[src/rtl/ext_issue_buffer_pkg.sv]
// ext_issue_buffer_pkg: extension-op encodings, opcode constants and buffer entry type.
package ext_issue_buffer_pkg;
   localparam logic [7:0] EXTOP_ZERO = 8'd0;
   localparam logic [7:0] EXTOP_SIGN = 8'd1;
   localparam logic [7:0] EXTOP_LUI  = 8'd2;
   localparam logic [7:0] EXTOP_BR   = 8'd3;
   localparam logic [7:0] EXTOP_J    = 8'd4;
   localparam logic [5:0] OP_RTYPE = 6'h00;
   localparam logic [5:0] OP_REGIMM = 6'h01;
   localparam logic [5:0] OP_J     = 6'h02;
   localparam logic [5:0] OP_JAL   = 6'h03;
   localparam logic [5:0] OP_BEQ   = 6'h04;
   localparam logic [5:0] OP_BNE   = 6'h05;
   localparam logic [5:0] OP_BLEZ  = 6'h06;
   localparam logic [5:0] OP_BGTZ  = 6'h07;
   localparam logic [5:0] OP_ADDI  = 6'h08;
   localparam logic [5:0] OP_ADDIU = 6'h09;
   localparam logic [5:0] OP_SLTI  = 6'h0A;
   localparam logic [5:0] OP_SLTIU = 6'h0B;
   localparam logic [5:0] OP_ANDI  = 6'h0C;
   localparam logic [5:0] OP_ORI   = 6'h0D;
   localparam logic [5:0] OP_XORI  = 6'h0E;
   localparam logic [5:0] OP_LUI   = 6'h0F;
   localparam logic [5:0] OP_LB    = 6'h20;
   localparam logic [5:0] OP_LH    = 6'h21;
   localparam logic [5:0] OP_LWL   = 6'h22;
   localparam logic [5:0] OP_LW    = 6'h23;
   localparam logic [5:0] OP_LBU   = 6'h24;
   localparam logic [5:0] OP_LHU   = 6'h25;
   localparam logic [5:0] OP_SB    = 6'h28;
   localparam logic [5:0] OP_SH    = 6'h29;
   localparam logic [5:0] OP_SW    = 6'h2B;

   typedef struct packed {
      logic [7:0] extop;
      logic       illegal;
   } dec_t;

   typedef struct packed {
      logic [31:0] imm;
      logic [7:0]  extop;
      logic [31:0] pc;
      logic        illegal;
   } ent_t;

   function automatic dec_t decode_op(input logic [5:0] op);
      dec_t d;
      d = '{extop: EXTOP_ZERO, illegal: 1'b0};
      case (op)
         OP_RTYPE, OP_ANDI, OP_ORI, OP_XORI:             d.extop = EXTOP_ZERO;
         OP_ADDI, OP_ADDIU, OP_SLTI, OP_SLTIU,
         OP_LB, OP_LH, OP_LWL, OP_LW, OP_LBU, OP_LHU,
         OP_SB, OP_SH, OP_SW:                            d.extop = EXTOP_SIGN;
         OP_LUI:                                         d.extop = EXTOP_LUI;
         OP_REGIMM, OP_BEQ, OP_BNE, OP_BLEZ, OP_BGTZ:    d.extop = EXTOP_BR;
         OP_J, OP_JAL:                                   d.extop = EXTOP_J;
         default:                                        d.illegal = 1'b1;
      endcase
      return d;
   endfunction
endpackage

[src/rtl/ext_issue_buffer_extender.sv]
// ext_issue_buffer_extender: immediate extender for zero/sign/lui/branch/jump forms.
module ext_issue_buffer_extender
   import ext_issue_buffer_pkg::*;
(
   input  logic [15:0] num,
   input  logic [25:0] jal,
   input  logic [31:0] PC,
   input  logic [7:0]  Extop,
   output logic [31:0] result
);
   always_comb begin
      result = '0;
      case (Extop)
         EXTOP_ZERO: result = {16'd0, num};
         EXTOP_SIGN: result = {{16{num[15]}}, num};
         EXTOP_LUI:  result = {num, 16'd0};
         EXTOP_BR:   result = {{14{num[15]}}, num, 2'b00};
         EXTOP_J:    result = {PC[31:28], jal, 2'b00};
         default:    result = '0;
      endcase
   end
endmodule

[src/rtl/ext_issue_buffer.sv]
// ext_issue_buffer: decodes ext op, extends the immediate and queues results in a 2-entry skid FIFO.
module ext_issue_buffer
   import ext_issue_buffer_pkg::*;
#(
   parameter int DEPTH   = 2,
   parameter int W_EXTOP = 8
) (
   input  logic               clk,
   input  logic               reset_n,
   input  logic               in_valid,
   output logic               in_ready,
   input  logic [31:0]        in_instr,
   input  logic [31:0]        in_pc,
   input  logic               flush,
   output logic               out_valid,
   input  logic               out_ready,
   output logic [31:0]        out_imm,
   output logic [W_EXTOP-1:0] out_extop,
   output logic [31:0]        out_pc,
   output logic               out_illegal
);
   if (DEPTH != 2 || W_EXTOP != 8) begin : g_bad_param
      $error("ext_issue_buffer supports only DEPTH=2 and W_EXTOP=8");
   end

   dec_t        w_dec;
   logic [31:0] w_imm;
   ent_t        w_ent;
   logic        w_push;
   logic        w_pop;
   logic [1:0]  w_occ_nxt;
   logic [1:0]  r_occ;
   logic        r_rd;
   logic        r_wr;
   logic        r_in_ready;
   ent_t        r_mem [2];

   always_comb w_dec = decode_op(in_instr[31:26]);

   ext_issue_buffer_extender u_ext (
      .num    (in_instr[15:0]),
      .jal    (in_instr[25:0]),
      .PC     (in_pc),
      .Extop  (w_dec.extop),
      .result (w_imm)
   );

   assign w_ent     = '{imm: w_imm, extop: w_dec.extop, pc: in_pc, illegal: w_dec.illegal};
   assign w_push    = in_valid & r_in_ready;
   assign w_pop     = out_valid & out_ready;
   assign w_occ_nxt = r_occ + {1'b0, w_push} - {1'b0, w_pop};

   always_ff @(posedge clk or negedge reset_n) begin
      if (!reset_n) begin
         r_occ      <= '0;
         r_rd       <= 1'b0;
         r_wr       <= 1'b0;
         r_in_ready <= 1'b1;
         r_mem[0]   <= '0;
         r_mem[1]   <= '0;
      end else if (flush) begin
         r_occ      <= '0;
         r_rd       <= 1'b0;
         r_wr       <= 1'b0;
         r_in_ready <= 1'b1;
      end else begin
         if (w_push) begin
            r_mem[r_wr] <= w_ent;
            r_wr        <= ~r_wr;
         end
         if (w_pop) r_rd <= ~r_rd;
         r_occ      <= w_occ_nxt;
         r_in_ready <= w_occ_nxt < 2'd2;
      end
   end

   // Head is read straight from storage, so out_* never see in_* combinationally.
   assign in_ready    = r_in_ready;
   assign out_valid   = r_occ != 2'd0;
   assign out_imm     = r_mem[r_rd].imm;
   assign out_extop   = r_mem[r_rd].extop;
   assign out_pc      = r_mem[r_rd].pc;
   assign out_illegal = r_mem[r_rd].illegal;
endmodule

[config.mk]
export PLATFORM = sky130hd
export DESIGN_NAME = ext_issue_buffer
export DESIGN_NICKNAME = d
export VERILOG_FILES = /design/src/rtl/ext_issue_buffer_pkg.sv /design/src/rtl/ext_issue_buffer_extender.sv /design/src/rtl/ext_issue_buffer.sv
export SDC_FILE = /design/constraint.sdc
export NUM_CORES = 1
export LEC_CHECK = 0
export BUFFER_PORTS_ARGS = -buffer_cell sky130_fd_sc_hd__clkbuf_2
export CORE_ASPECT_RATIO = 1.25
export CORE_MARGIN = 2
export CORE_UTILIZATION = 45
export DETAILED_ROUTE_END_ITERATION = 8
export PLACE_DENSITY = 0.66
export SETUP_SLACK_MARGIN = 0.02
export SYNTH_ARGS = -nofsm -noshare
export SYNTH_HDL_FRONTEND = slang
export SYNTH_SLANG_ARGS = --single-unit
[constraint.sdc]
create_clock -name clk -period 3 [get_ports clk]
set_input_delay 0.3 -clock clk [delete_from_list [all_inputs] [get_ports clk]]
set_output_delay 0.3 -clock clk [all_outputs]
set_load 0.01 [all_outputs]
==> results.md, run 1 <==
- Gr usage total: 22.5%
- Netlist Area Pre-Place: 6710 µm²
- Remaining routing DRC violations: 12
- First-pass GRT wire length: 28.3 mm
- Warnings, synthesis: 0
- Setup tns final: 0 ps
- ANT cells: 0
- CTS tree: yes
- Synthesized flop and latch total: 141
- Final wirelength: 17.1 mm
- Clock Tree Buf Depth: 2
- Peak VDD IR: 0.000643 V
- Drt first-iter violations: 377
- Outcome: finished, violations left
- Routed WL per cell: 17.2 µm
- Largest net degree at the start of global routing: 74
- Hold Crit Depth: 3
- Synth async-reset ratio: 100%
- Worst-Skew Late Latency: 430 ps
- Die H: 141 µm
- Vias in the first global route: 5617
- Global route total overflow: 0
- Largest stage delay, worst path: 700 ps
- Worst Path Required: 3280 ps
- Initial Util: 46.4%
- Vias: 5379
- Max-Cap Viols: 0
- Cell Rows: 49
- Fin. max-slew vios: 0
- CP max FO: 22
- Syn Inst Count: 678
- Relative slew slack: 18.1%
- CTS Buf Count: 17
- Setup Fix Bufs, Post-CTS: 0
- IO Count: 144
- Final Hold Vio Count: 0
- Vias per inst: 5.41
- Worst slew pin tran: 1220 ps
- Reg2reg path depth: 4
- Hold Path Class: input port to register
- Crit end category: register
- Die ar.: 15900 µm²
- Final setup fails: 0
- Fin crit share: 78.5%
- Fmax: 0.425 GHz
- Root Driver: clkbuf_16
- DR pass1 iterations: 7
- H-Tree Depth: 4
- Setup CP Type: register to register
- Setup crit start kind: register
- Dpl hpwl: 11.6 mm
- Crit-path cells: nand2_1, or3_2, a31oi_2, a21oi_1
- LEAKAGE: 4.04 nW
- Die W: 113 µm
- Initial antenna violation count: 0
- Sequential area share after synthesis: 52.6%
- Syn avg cell area: 9.90 µm²
- Dominant synthesized flop cell: dfrtp_1
- Fin Hold WS: 81.3 ps
- CTS Sinks: 141
- Count of cell types in the netlist: 49
- Core Footprint: 14500 µm²
- RePlAce Congestion: 0.917
- Final ANT Viol Nets: 0
- CTS resizes: 0
- Area grow syn2layout: 21.6%
- Final Skew: 6.18 ps
- Share of layout cells above drive strength 1: 33.0%
- Pwr Density: 1060 nW/µm²
- Worst EP arrival: 2640 ps
- Crit-path slowest cell: or3_2
- Post-layout nets: 874
- Failing checks: design-rule violations
- Unrepaired setup endpoints after global routing: false
- Tmin final: 2360 ps
- Clk pin slew, worst setup/hold paths: 60 ps
- # port buffers: 138
- Post-synth EDFFs: 0
==> metal layers <==
metal | vias to the layer above | GRT usage [%] | wire [µm]
met4 | 0 | 7.38 | 240
met5 | - | 0 | 0
met2 | 196 | 37.0 | 8430
met1 | 2629 | 29.5 | 7290
met3 | 21 | 5.11 | 1120
li1 | 2533 | - | -
==> worst max-delay path: cells and delay by family (launching register included) <==
| kind | cells | cell delay [ps] |
|---|---|---|
| flip-flops | 1 | 540 |
| AND/OR/NAND/NOR | 2 | 850 |
| AO/OA/AOI/OAI | 2 | 820 |
==> stage by stage <==
stage	total power, mW	instance area [µm²]	utilization (%)	cells	setup slack (ps)
floorplan	5.32	6720	-	682	1160
global placement	6.38	7520	52.0	961	716
detailed placement	6.52	7520	52.0	961	634
CTS	8.75	8160	56.4	994	636
global route	9.28	8160	56.4	994	512
finish	8.67	8160	56.4	994	645
==> flip-flops by register name, indices dropped and copies added (netlist names) <==
signal	cells
in_ready	1
r_mem	136
r_occ	2
r_rd	1
r_wr	1
==> what timing repair did <==
item	CTS	global route
setup endpoints to repair	0	0
hold endpoints to repair	70	0
hold buffers	1	0
==> path summary, 6_finish.rpt <==
path	start	to	slack, ps
min in group asynchronous	reset_n	r_mem[91]	440
max in group asynchronous	reset_n	r_mem[34]	1790
max reg2reg	in_ready	r_mem[140]	640
min	in_pc[18]	r_mem[92]	80
max	in_ready	r_mem[140]	640
min reg2reg	r_mem[100]	r_mem[100]	470
==> area by class of cell <==
| type | instances | area, µm² |
|---|---|---|
| timing repair buffer | 151 | 822 |
| clock inverter | 14 | 184 |
| sequential | 141 | 3530 |
| multi-input combinational | 486 | 2930 |
| clock buffer | 18 | 439 |
| tap | 178 | 223 |
| fill | 1283 | 6310 |
| inverter | 6 | 22.5 |
==> cells in the mapped netlist (2+ instances only) <==
library cell  instances  area, µm²
clkbuf_1             19       71.3
a21boi_0              2       15.0
nor2_4                2       22.5
a211oi_1              2       15.0
xor2_1                2       17.5
buf_6                 2       22.5
nand2b_1              2       12.5
or2_2                 3       18.8
buf_2                22        110
nor2_1               39        146
and2_0               13       81.3
o31ai_1               2       15.0
buf_4                 6       45.0
nand2_1             213        800
xnor2_1               2       17.5
nor2b_1               4       25.0
o21ai_0               8       40.0
a221o_1              28        280
ha_1                  2       25.0
a22oi_1              13       97.6
and2_1               16        100
a22o_1                4       35.0
a21oi_1              28        140
mux2_2               68        766
a31oi_1               3       18.8
dfrtp_1             140       3500
nand4b_1              2       17.5
inv_1                 6       22.5
nor3_1                5       25.0
==> layout by cell type, fill, tap and decap left out, drive strengths merged, types with 5 or more instances in the layout <==
master / count
conb: 5
a21oi: 30
nor3: 5
nor2: 42
inv: 11
dfrtp: 140
mux2: 68
nand2: 213
a22oi: 13
and2: 29
buf: 13
clkbuf: 155
o21ai: 9
a221o: 28
==> cell families after synthesis <==
family                   synth area share [%]
multiplexers                             11.4
buffers and inverters                    4.05
AND/OR/NAND/NOR                          19.6
other                                  0.0559
XOR/XNOR                                0.522
flip-flops                               52.6
adder cells (fa/ha/maj)                 0.373
AO/OA/AOI/OAI                            11.3
==> power breakdown <==
group,internal (mW),switching [mW],leakage [nW],total (mW)
Combinational,1.55,1.63,2.00,3.18
Sequential,2.81,0.487,1.75,3.30
Clock,1.35,0.843,0.292,2.19
Power figures use the tool's default switching activity.
==> inputs of run 2 (changes only) <==
- clock period: 3 -> 2.2 ns (I/O delays scaled with it)
==> run 2 against run 1 <==
  * The run still ends with design-rule violations left
  * Global-route usage fell by 0.15 points
  * Sequential power increased by 35%
  * Via count rose by 1.5%
  * Cell count is 2.7% higher
  * Core utilization rose by 2.0 points
  * Clock skew grew 1.3 ps
  * Die area unchanged
  * Non-clock buffer count grew 27
  * Critical path depth decreased by 1
  * Sequential share of layout area fell by 1.5 points
  * Final area rose by 3.5%
  * Critical path type is now register to output port
==> results.md, run 2 (same netlist as run 1, synthesis figures left out) <==
- Outcome: finished, violations left
- Failing checks: design-rule violations
- Cell Rows: 49 (unchanged)
- Core Footprint: 14500 µm² (unchanged)
- Dpl hpwl: 11.6 mm (about the same)
- Largest registers: r_mem x136, r_occ x2
- Vias in the first global route: 5534 (-1.5%)
- Gr usage total: 22.3% (-0.15 points)
- Power Total: 11.9 mW (+38%)
- ANT cells: 0 (unchanged)
- Initial Util: 46.4% (unchanged)
- Worst slew pin tran: 803 ps (-419 ps)
- DR pass1 iterations: 8 (+1)
- Die W: 113 µm (unchanged)
- Setup tns final: 0 ps (unchanged)
- Routed WL per cell: 16.9 µm (-1.8%)
- Hold Path Class: input port to register
- CTS Buf Count: 17 (unchanged)
- Remaining routing DRC violations: 12 (unchanged)
- Worst Path Required: 1980 ps (-1300 ps)
- Placed cells: 966 (+0.52%)
- CP max FO: 32 (+45%)
- Final ANT Viol Nets: 0 (unchanged)
- Final Hold Vio Count: 0 (unchanged)
- Final setup fails: 0 (unchanged)
- Worst-Skew Late Latency: 420 ps (about the same)
- Most flops, register: r_mem
- Utilization after layout: 58.3% (+2.0 points)
- RePlAce Congestion: 0.783 (-15%)
- Tmin final: 1980 ps
- Clk pin slew, worst setup/hold paths: 60 ps (about the same)
- Clock Tree Buf Depth: 2 (unchanged)
- Worst EP arrival: 1760 ps (-880 ps)
- Max-Cap Viols: 0 (unchanged)
- Largest net degree at the start of global routing: 62 (-16%)
- Final wirelength: 17.2 mm (+0.89%)
- Unrepaired setup endpoints after global routing: false
- Die ar.: 15900 µm² (unchanged)
- Area grow syn2layout: 25.8%
- LEAKAGE: 4.18 nW (+3.5%)
- Most common cell after layout, fill and taps aside: nand2_1
- Vias: 5460 (+1.5%)
- Root Driver: clkbuf_16
- CTS Sinks: 141 (unchanged)
- Initial antenna violation count: 0 (unchanged)
- Fin. max-slew vios: 0 (unchanged)
- Share of layout cells above drive strength 1: 32.5% (-0.46 points)
- Die H: 141 µm (unchanged)
- Setup crit start kind: register
- Relative slew slack: 46.4% (+28 points)
- Fin crit share: 89.8%
- Vias per inst: 5.35 (-1.2%)
- First-pass GRT wire length: 28.0 mm (-1.1%)
- Max FFs per register: 136 (unchanged)
- H-Tree Depth: 4 (unchanged)
- IO Count: 144 (unchanged)
- Drt first-iter violations: 367 (-2.7%)
- CTS tree: yes
- Final cell count without fillers: 1021 (+2.7%)
- Most frequent cells in the layout: nand2_1, dfrtp_1, clkbuf_2
- # port buffers: 138 (unchanged)
- Pwr Density: 1410 nW/µm² (+33%)
- Final Skew: 7.46 ps (+1.28 ps)
- Global route total overflow: 0 (unchanged)
- Peak VDD IR: 0.000739 V (+15%)
- Post-layout nets: 901 (+3.1%)
- Crit end category: output port
- Fmax: 0.506 GHz
- Setup CP Type: register to output port
run 2: cell types whose count changed in the layout (fill, tap and decap cells not counted), moves of 2 or more:
cell	change
buf_12	+2
clkinvlp_4	-4
buf_4	+4
clkinv_2	+4
clkinv_4	+2
inv_6	-2
dlygate4sd3_1	+21
run 2: final cells by class:
type	count	area, µm²
flip-flops and latches	141	3530
inverters	6	22.5
clock inverters	14	193
clock buffers	18	429
well taps	178	223
multi-input cells	486	2940
repair buffers	178	1100
fillers	1211	6030
run 2: critical path: stages, from the launching register on:
cell      delay, ps
dfrtp_2         380
buf_4           410
mux2_2          400
clkbuf_2        140
run 2: path summary, 6_finish.rpt:
| path | startpoint | to | slack [ps] | cells past startpoint |
|---|---|---|---|---|
| min in group asynchronous | reset_n | r_mem[18] | 350 | 2 |
| worst min-delay path | in_pc[14] | r_mem[15] | 20 | 3 |
| max in group asynchronous | reset_n | r_mem[106] | 1180 | 3 |
| worst min register to register | r_mem[24] | r_mem[24] | 470 | 2 |
| worst max-delay path | r_rd | out_pc[22] | 220 | 3 |
| worst max register to register | r_occ[1] | r_occ[1] | 340 | 8 |
run 2: layer usage:
layer / wire, µm / global-route usage [%] / vias up
li1: - / - / 2587
met1: 7350 / 28.6 / 2688
met2: 8590 / 38.0 / 169
met3: 1090 / 4.89 / 16
met4: 197 / 6.48 / 0
met5: 0 / 0 / -
run 2: what timing repair did:
action | CTS | global route
setup endpoints to repair | 0 | 29
gates resized for setup | 0 | 1
buffers inserted | 0 | 1
hold endpoints to repair | 88 | 0
hold buffers | 22 | 0
run 2: through the flow:
step | area [µm²] | hold WS (ps) | worst slack [ps]
after floorplan | 6720 | -75.6 | 359
after global placement | 7570 | 229 | 124
after detailed placement | 7570 | 237 | 53.6
after CTS | 8410 | 0.626 | 29.4
after global routing | 8440 | 17.8 | 142
final | 8440 | 20.1 | 224
run 2: where the power goes:
part	switching, mW	internal [mW]
clock	1.13	1.90
sequential	0.625	3.84
combinational	2.27	2.17
total	4.02	7.90
